<file path="src/rtl/aes_equiv_sequencer_if.sv">
// Handshake/data bundle between the equivalence sequencer and the AES core pair.
// master: the sequencer side; slave: the cores plus whoever issues start.
interface aes_equiv_sequencer_if;
  logic         start;
  logic         ld;
  logic [127:0] key;
  logic [127:0] text_in;
  logic         done_orig;
  logic [127:0] text_out_orig;
  logic         done_lbll;
  logic [127:0] text_out_lbll;
  logic         busy;
  logic         finished;
  logic         pass;
  logic [15:0]  err_count;
  logic [15:0]  vec_count;
  logic [15:0]  first_fail;

  modport master (
    input  start, done_orig, text_out_orig, done_lbll, text_out_lbll,
    output ld, key, text_in, busy, finished, pass, err_count, vec_count, first_fail
  );

  modport slave (
    output start, done_orig, text_out_orig, done_lbll, text_out_lbll,
    input  ld, key, text_in, busy, finished, pass, err_count, vec_count, first_fail
  );
endinterface

</file>
<file path="src/rtl/aes_equiv_sequencer.sv">
// Drives LFSR key/plaintext vectors into an original and a locked AES core and
// counts vectors where their {done, text_out} results disagree.
module aes_equiv_sequencer #(
  parameter int unsigned  NVEC        = 30,
  parameter int unsigned  WAIT_CYCLES = 50,
  parameter logic [127:0] KEY_SEED    = 128'h1,
  parameter logic [127:0] TXT_SEED    = 128'h2
) (
  input logic                   clk,
  input logic                   rst,
  aes_equiv_sequencer_if.master bus
);

  typedef enum logic [2:0] {StIdle, StLoad, StWait, StCheck, StDone} state_e;

  localparam logic [15:0] NoFail = 16'hFFFF;

  state_e       state_q, state_d;
  logic [31:0]  wait_q, wait_d;
  logic [127:0] key_q, key_d;
  logic [127:0] txt_q, txt_d;
  logic [15:0]  err_q, err_d;
  logic [15:0]  vec_q, vec_d;
  logic [15:0]  ff_q, ff_d;

  logic         mismatch;
  logic [15:0]  vec_inc;

  // Galois shift-left step, x^128 + x^7 + x^2 + x + 1 (feedback taps 0x87).
  function automatic logic [127:0] lfsr_step(input logic [127:0] s);
    return {s[126:0], 1'b0} ^ (s[127] ? 128'h87 : 128'h0);
  endfunction

  assign mismatch = {bus.done_orig, bus.text_out_orig} != {bus.done_lbll, bus.text_out_lbll};
  assign vec_inc  = vec_q + 16'd1;

  // Next-state logic; the LFSRs advance only on edges that enter LOAD.
  always_comb begin
    state_d = state_q;
    wait_d  = wait_q;
    key_d   = key_q;
    txt_d   = txt_q;
    err_d   = err_q;
    vec_d   = vec_q;
    ff_d    = ff_q;
    unique case (state_q)
      StIdle, StDone: begin
        if (bus.start) begin
          state_d = StLoad;
          err_d   = 16'd0;
          vec_d   = 16'd0;
          ff_d    = NoFail;
          key_d   = lfsr_step(key_q);
          txt_d   = lfsr_step(txt_q);
        end
      end
      StLoad: begin
        state_d = StWait;
        wait_d  = WAIT_CYCLES - 32'd1;
      end
      StWait: begin
        if (wait_q == 32'd0) begin
          state_d = StCheck;
        end else begin
          wait_d = wait_q - 32'd1;
        end
      end
      StCheck: begin
        if (mismatch) begin
          if (err_q != 16'hFFFF) err_d = err_q + 16'd1;
          if (ff_q == NoFail) ff_d = vec_q;
        end
        vec_d = vec_inc;
        if ({16'd0, vec_inc} == NVEC) begin
          state_d = StDone;
        end else begin
          state_d = StLoad;
          key_d   = lfsr_step(key_q);
          txt_d   = lfsr_step(txt_q);
        end
      end
      default: state_d = StIdle;
    endcase
  end

  // State and result registers; reset abandons any run in progress.
  always_ff @(posedge clk or posedge rst) begin
    if (rst) begin
      state_q <= StIdle;
      wait_q  <= 32'd0;
      key_q   <= KEY_SEED;
      txt_q   <= TXT_SEED;
      err_q   <= 16'd0;
      vec_q   <= 16'd0;
      ff_q    <= NoFail;
    end else begin
      state_q <= state_d;
      wait_q  <= wait_d;
      key_q   <= key_d;
      txt_q   <= txt_d;
      err_q   <= err_d;
      vec_q   <= vec_d;
      ff_q    <= ff_d;
    end
  end

  // Outputs are straight decodes of registered state, so they change only at edges.
  always_comb begin
    bus.ld         = (state_q == StLoad);
    bus.busy       = (state_q == StLoad) || (state_q == StWait) || (state_q == StCheck);
    bus.finished   = (state_q == StDone);
    bus.pass       = (state_q == StDone) && (err_q == 16'd0);
    bus.key        = key_q;
    bus.text_in    = txt_q;
    bus.err_count  = err_q;
    bus.vec_count  = vec_q;
    bus.first_fail = ff_q;
  end

endmodule

</file>
<file path="src/flat_wrapper.sv">
// flat-port wrapper written by rule: the top's interface ports become plain ports
module aes_equiv_sequencer_flat 
#(
  parameter int unsigned  NVEC        = 30,
  parameter int unsigned  WAIT_CYCLES = 50,
  parameter logic [127:0] KEY_SEED    = 128'h1,
  parameter logic [127:0] TXT_SEED    = 128'h2
)
  (clk, rst, bus_start, bus_done_orig, bus_text_out_orig, bus_done_lbll, bus_text_out_lbll, bus_ld, bus_key, bus_text_in, bus_busy, bus_finished, bus_pass, bus_err_count, bus_vec_count, bus_first_fail);
  aes_equiv_sequencer_if bus_i ();
  input logic clk;
  input logic rst;
  input wire logic [$bits(bus_i.start)-1:0] bus_start;
  input wire logic [$bits(bus_i.done_orig)-1:0] bus_done_orig;
  input wire logic [$bits(bus_i.text_out_orig)-1:0] bus_text_out_orig;
  input wire logic [$bits(bus_i.done_lbll)-1:0] bus_done_lbll;
  input wire logic [$bits(bus_i.text_out_lbll)-1:0] bus_text_out_lbll;
  output wire logic [$bits(bus_i.ld)-1:0] bus_ld;
  output wire logic [$bits(bus_i.key)-1:0] bus_key;
  output wire logic [$bits(bus_i.text_in)-1:0] bus_text_in;
  output wire logic [$bits(bus_i.busy)-1:0] bus_busy;
  output wire logic [$bits(bus_i.finished)-1:0] bus_finished;
  output wire logic [$bits(bus_i.pass)-1:0] bus_pass;
  output wire logic [$bits(bus_i.err_count)-1:0] bus_err_count;
  output wire logic [$bits(bus_i.vec_count)-1:0] bus_vec_count;
  output wire logic [$bits(bus_i.first_fail)-1:0] bus_first_fail;
  assign bus_i.start = bus_start;
  assign bus_i.done_orig = bus_done_orig;
  assign bus_i.text_out_orig = bus_text_out_orig;
  assign bus_i.done_lbll = bus_done_lbll;
  assign bus_i.text_out_lbll = bus_text_out_lbll;
  assign bus_ld = bus_i.ld;
  assign bus_key = bus_i.key;
  assign bus_text_in = bus_i.text_in;
  assign bus_busy = bus_i.busy;
  assign bus_finished = bus_i.finished;
  assign bus_pass = bus_i.pass;
  assign bus_err_count = bus_i.err_count;
  assign bus_vec_count = bus_i.vec_count;
  assign bus_first_fail = bus_i.first_fail;
  aes_equiv_sequencer #(.NVEC(NVEC), .WAIT_CYCLES(WAIT_CYCLES), .KEY_SEED(KEY_SEED), .TXT_SEED(TXT_SEED)) u_core (.clk(clk), .rst(rst), .bus(bus_i));
endmodule
</file>
<file path="config.mk">
export PLATFORM = sky130hd
export DESIGN_NAME = aes_equiv_sequencer_flat
export DESIGN_NICKNAME = d
export VERILOG_FILES = /design/src/rtl/aes_equiv_sequencer_if.sv /design/src/rtl/aes_equiv_sequencer.sv /design/src/flat_wrapper.sv
export SDC_FILE = /design/constraint.sdc
export NUM_CORES = 1
export LEC_CHECK = 0
export CAP_MARGIN = 40
export CELL_PAD_IN_SITES_DETAIL_PLACEMENT = 0
export CELL_PAD_IN_SITES_GLOBAL_PLACEMENT = 1
export CORE_AREA = 3 3 219 221
export CTS_CLUSTER_DIAMETER = 120
export DETAILED_ROUTE_END_ITERATION = 8
export DIE_AREA = 0 0 222 224
export DONT_BUFFER_PORTS = 1
export GPL_ROUTABILITY_DRIVEN = 0
export GPL_TIMING_DRIVEN = 0
export PLACE_DENSITY_LB_ADDON = 0.1
export REMOVE_ABC_BUFFERS = 1
export SYNTH_ARGS = -nofsm -noshare
export SYNTH_HDL_FRONTEND = slang
export SYNTH_SLANG_ARGS = --single-unit
</file>
<file path="constraint.sdc">
create_clock -name clk -period 26.3 [get_ports clk]
set_clock_uncertainty 0.1 [all_clocks]
set_input_delay 3.945 -clock clk [delete_from_list [all_inputs] [get_ports clk]]
set_output_delay 3.945 -clock clk [all_outputs]
set_load 0.02 [all_outputs]
</file>
==> flow_metrics.tcl <==
set metrics [dict create \
    status "finished clean" \
    ant_nets 0 \
    post_drt_via_cell_ratio 5.33 \
    min_from "u_core.wait_q[7]" \
    power.switching_w 0.000483 \
    fillers 4474 \
    endpoint_kind "flop" \
    synth_seq_area_share_pct 48.6 \
    clock_power_share_pct 36.5 \
    gr-total-overflow 0 \
    finalSetupViolations 0 \
    start_util_pct 37.8 \
    grt_pass1_vias 10300 \
    wl_per_cell_um 23.3 \
    fin_util_pct 38.3 \
    ys_seq_elements 339 \
    drive_above_1_share_pct 28.2 \
    worst_slack_ps 19510 \
    cts_buffer_depth 3 \
    holdPathStages 2 \
    rows 79 \
    numClockSinks 339 \
    initialDrtViolationCount 574 \
    reg2reg_to "u_core.bus.key[96]" \
    drt-total-wl_mm 44.1 \
    fin_cells 1889 \
    die_h_um 224 \
    cts_tree "done" \
    min_period_over_period_pct 25.8 \
    synth-edff-count 0 \
    r2r_setup_slack_ps 21410 \
    grtUsageTotal_pct 17.0 \
    syn_area_per_cell_um2 11.7 \
    clk_pin_slew_worst_paths_ps 60 \
    synth_cells 1499 \
    hold_viol_final 0 \
    fmaxAchievable_mhz 147 \
    hold_ws_ps 423 \
    port_buffers 0 \
    grt_pass1_wl_mm 66.1 \
    route.vias.total 10100 \
    ys.flop_type "dfrtp_1" \
    dp_hpwl_mm 33.0 \
    synth_area_um2 17500 \
    maxCapViolations 0 \
    die_area_um2 49700 \
    reg2regPathDepth 12 \
    dpl_worst_slack_ps 18760 \
    holdBufCountCts 0 \
    max-vdd-ir-drop_mv 0.0613 \
    criticalPathCategory "in -> reg" \
    yosys_warnings 0 \
    boundaryPins 569 \
    die_w_um 222 \
    seqPwrFrac_pct 40.8 \
    grt_max_degree 107 \
    p_per_area_nw_per_um2 84.9 \
    hold_end "u_core.wait_q[7]" \
    crit_path_start_kind "input pin" \
    slew_headroom_pct 44.6 \
    htreeDepth 2 \
    period_minus_slack_ps 6790 \
    core_area_um2 46400 \
    crit_required_ps 26680 \
    worst_pin_slew_ps 829 \
    synthToLayoutAreaGrowth_pct 1.44 \
    slew_violations 0 \
    cts_made_buffers 41 \
    power.internal_w 0.00103 \
    async_flop_share_pct 100 \
    grt_antenna_before_repair 4 \
    tns_ps 0 \
    holdCritPathClass "reg -> reg" \
    yosysUniqueCellTypes 63 \
    post_cts_buffers 0 \
    final_nets 1512 \
    worstPathMaxFanout 21 \
    timing.rr.start "u_core.bus.vec_count[0]" \
    p_leak_nw 8.34 \
    rsz0062_at_grt "no" \
    comb_power_share_pct 22.7 \
    worstPathArrival_ps 7160 \
    drc 0 \
    post-place-cells 1809 \
    post_cts_resize_count 0 \
    firstDrtPassIters 4 \
    cts_root_buf "clkbuf_16" \
    clk_latency_ps 560 \
    p_sw_share_pct 32.0 \
]
[synth_stat cells, types with 3 or more instances]
cell type  number  share of area (%)
dfrtp_1       321                 46
mux2_2        256                 16
buf_4         250                 11
xor2_1        125                6.3
nor4_1         70                2.5
nand2_1        48                1.0
nor2_1         48                1.0
xnor2_1        34                1.7
nand3_1        31               0.89
clkbuf_1       30               0.64
o21ai_0        30               0.86
buf_2          27               0.77
nand4_1        27               0.96
dfstp_2        18                2.7
nor3_1         16               0.46
o22a_1         16               0.80
and3_1         14               0.50
inv_1          13               0.28
or3_1          11               0.39
or4_1          11               0.47
o31ai_1        10               0.43
a21oi_1         9               0.26
a211o_1         7               0.35
ha_1            6               0.43
a31oi_1         5               0.18
and2_1          5               0.18
and4_1          4               0.20
nand3b_1        4               0.17
o41ai_1         4               0.20
a2111oi_0       3               0.15
nand2b_1        3               0.11
o221ai_1        3               0.15
o22ai_1         3               0.11
[through the flow]
step / cell area [µm²] / power [W]
floorplan: 15400 / 0.000902
global placement: 16100 / 0.00102
detailed placement: 16400 / 0.000973
CTS: 17800 / 0.00154
global route: 17800 / 0.00159
finish: 17800 / 0.00151
[area by class of cell]
class | instances | area (µm²) | area share (%)
inverter | 14 | 60.1 | 0.338
timing repair buffer | 11 | 258 | 1.45
antenna | 5 | 12.5 | 0.0704
clock buffer | 63 | 1200 | 6.75
multi-input combinational | 838 | 6840 | 38.5
tap | 607 | 759 | 4.27
clock inverter | 12 | 136 | 0.768
sequential | 339 | 8510 | 47.9
[how the worst max path moves through the flow]
| stage | cells past startpoint | endpoint | slack, ps | from |
|---|---|---|---|---|
| 6_report | 8 | u_core.bus.first_fail[9] | 19510 | bus_text_out_lbll[125] |
| 5_1_grt | 8 | u_core.bus.first_fail[9] | 19290 | bus_text_out_lbll[125] |
| 4_1_cts | 8 | u_core.bus.first_fail[9] | 19360 | bus_text_out_lbll[125] |
| 3_5_place_dp | 8 | u_core.bus.first_fail[9] | 18760 | bus_text_out_lbll[125] |
| 3_3_place_gp | 1 | u_core.bus.err_count[2] | 8700 | rst |
| 2_1_floorplan | 1 | u_core.bus.err_count[0] | 12890 | rst |
[power by group through the flow]
stage	Combinational [W]	Clock [W]	Sequential [W]
floorplan	0.000293	0	0.000609
global placement	0.000392	0	0.000627
detailed placement	0.000347	0	0.000626
CTS	0.000349	0.000572	0.000617
global route	0.000375	0.000591	0.000621
finish	0.000343	0.000551	0.000615
[flip-flops by register name (all words and copies together) (netlist names)]
signal and count:
u_core.bus.err_count 16, u_core.bus.key 128, u_core.state_q 3, u_core.bus.first_fail 16, u_core.bus.text_in 128, u_core.wait_q 32
u_core.bus.vec_count 16
[kinds of logic after synthesis]
kind of cell / after synthesis / synth area share, %
adders and majority gates: 6 / 0.429
xor gates and xnor gates: 159 / 7.95
AOI/OAI and AO/OA: 107 / 4.31
and+or+nand+nor: 308 / 9.73
muxes: 258 / 16.6
DFF: 339 / 48.6
buffers and inverters: 322 / 12.5
[worst max-delay path: stages]
cell	delay [ps]
xor2_1	140
nor4_1	660
nand4_1	160
nor4_1	560
and4_1	830
nor2_1	390
buf_6	250
o22a_1	200
[layer usage]
metal / up-vias / GRT usage (%) / wire, µm
met1: 5059 / 21.0 / 17900
met5: - / 0 / 0
met3: 75 / 6.33 / 3870
li1: 4564 / - / -
met4: 0 / 6.89 / 1480
met2: 361 / 26.9 / 20800
[placed cells by master (no fill, tap or decap), types with 12 or more instances in the layout]
cell type	n
xnor2_1	34
clkbuf_1	13
and3_1	14
clkbuf_16	41
dfstp_2	18
nor2_1	48
xor2_1	125
nand3_1	31
o22a_1	16
nand2_1	47
nor3_1	16
nor4_1	70
mux2_2	256
dfrtp_1	321
nand4_1	27
inv_1	12
o21ai_0	30
No activity file was read; power rests on OpenSTA's default activity.
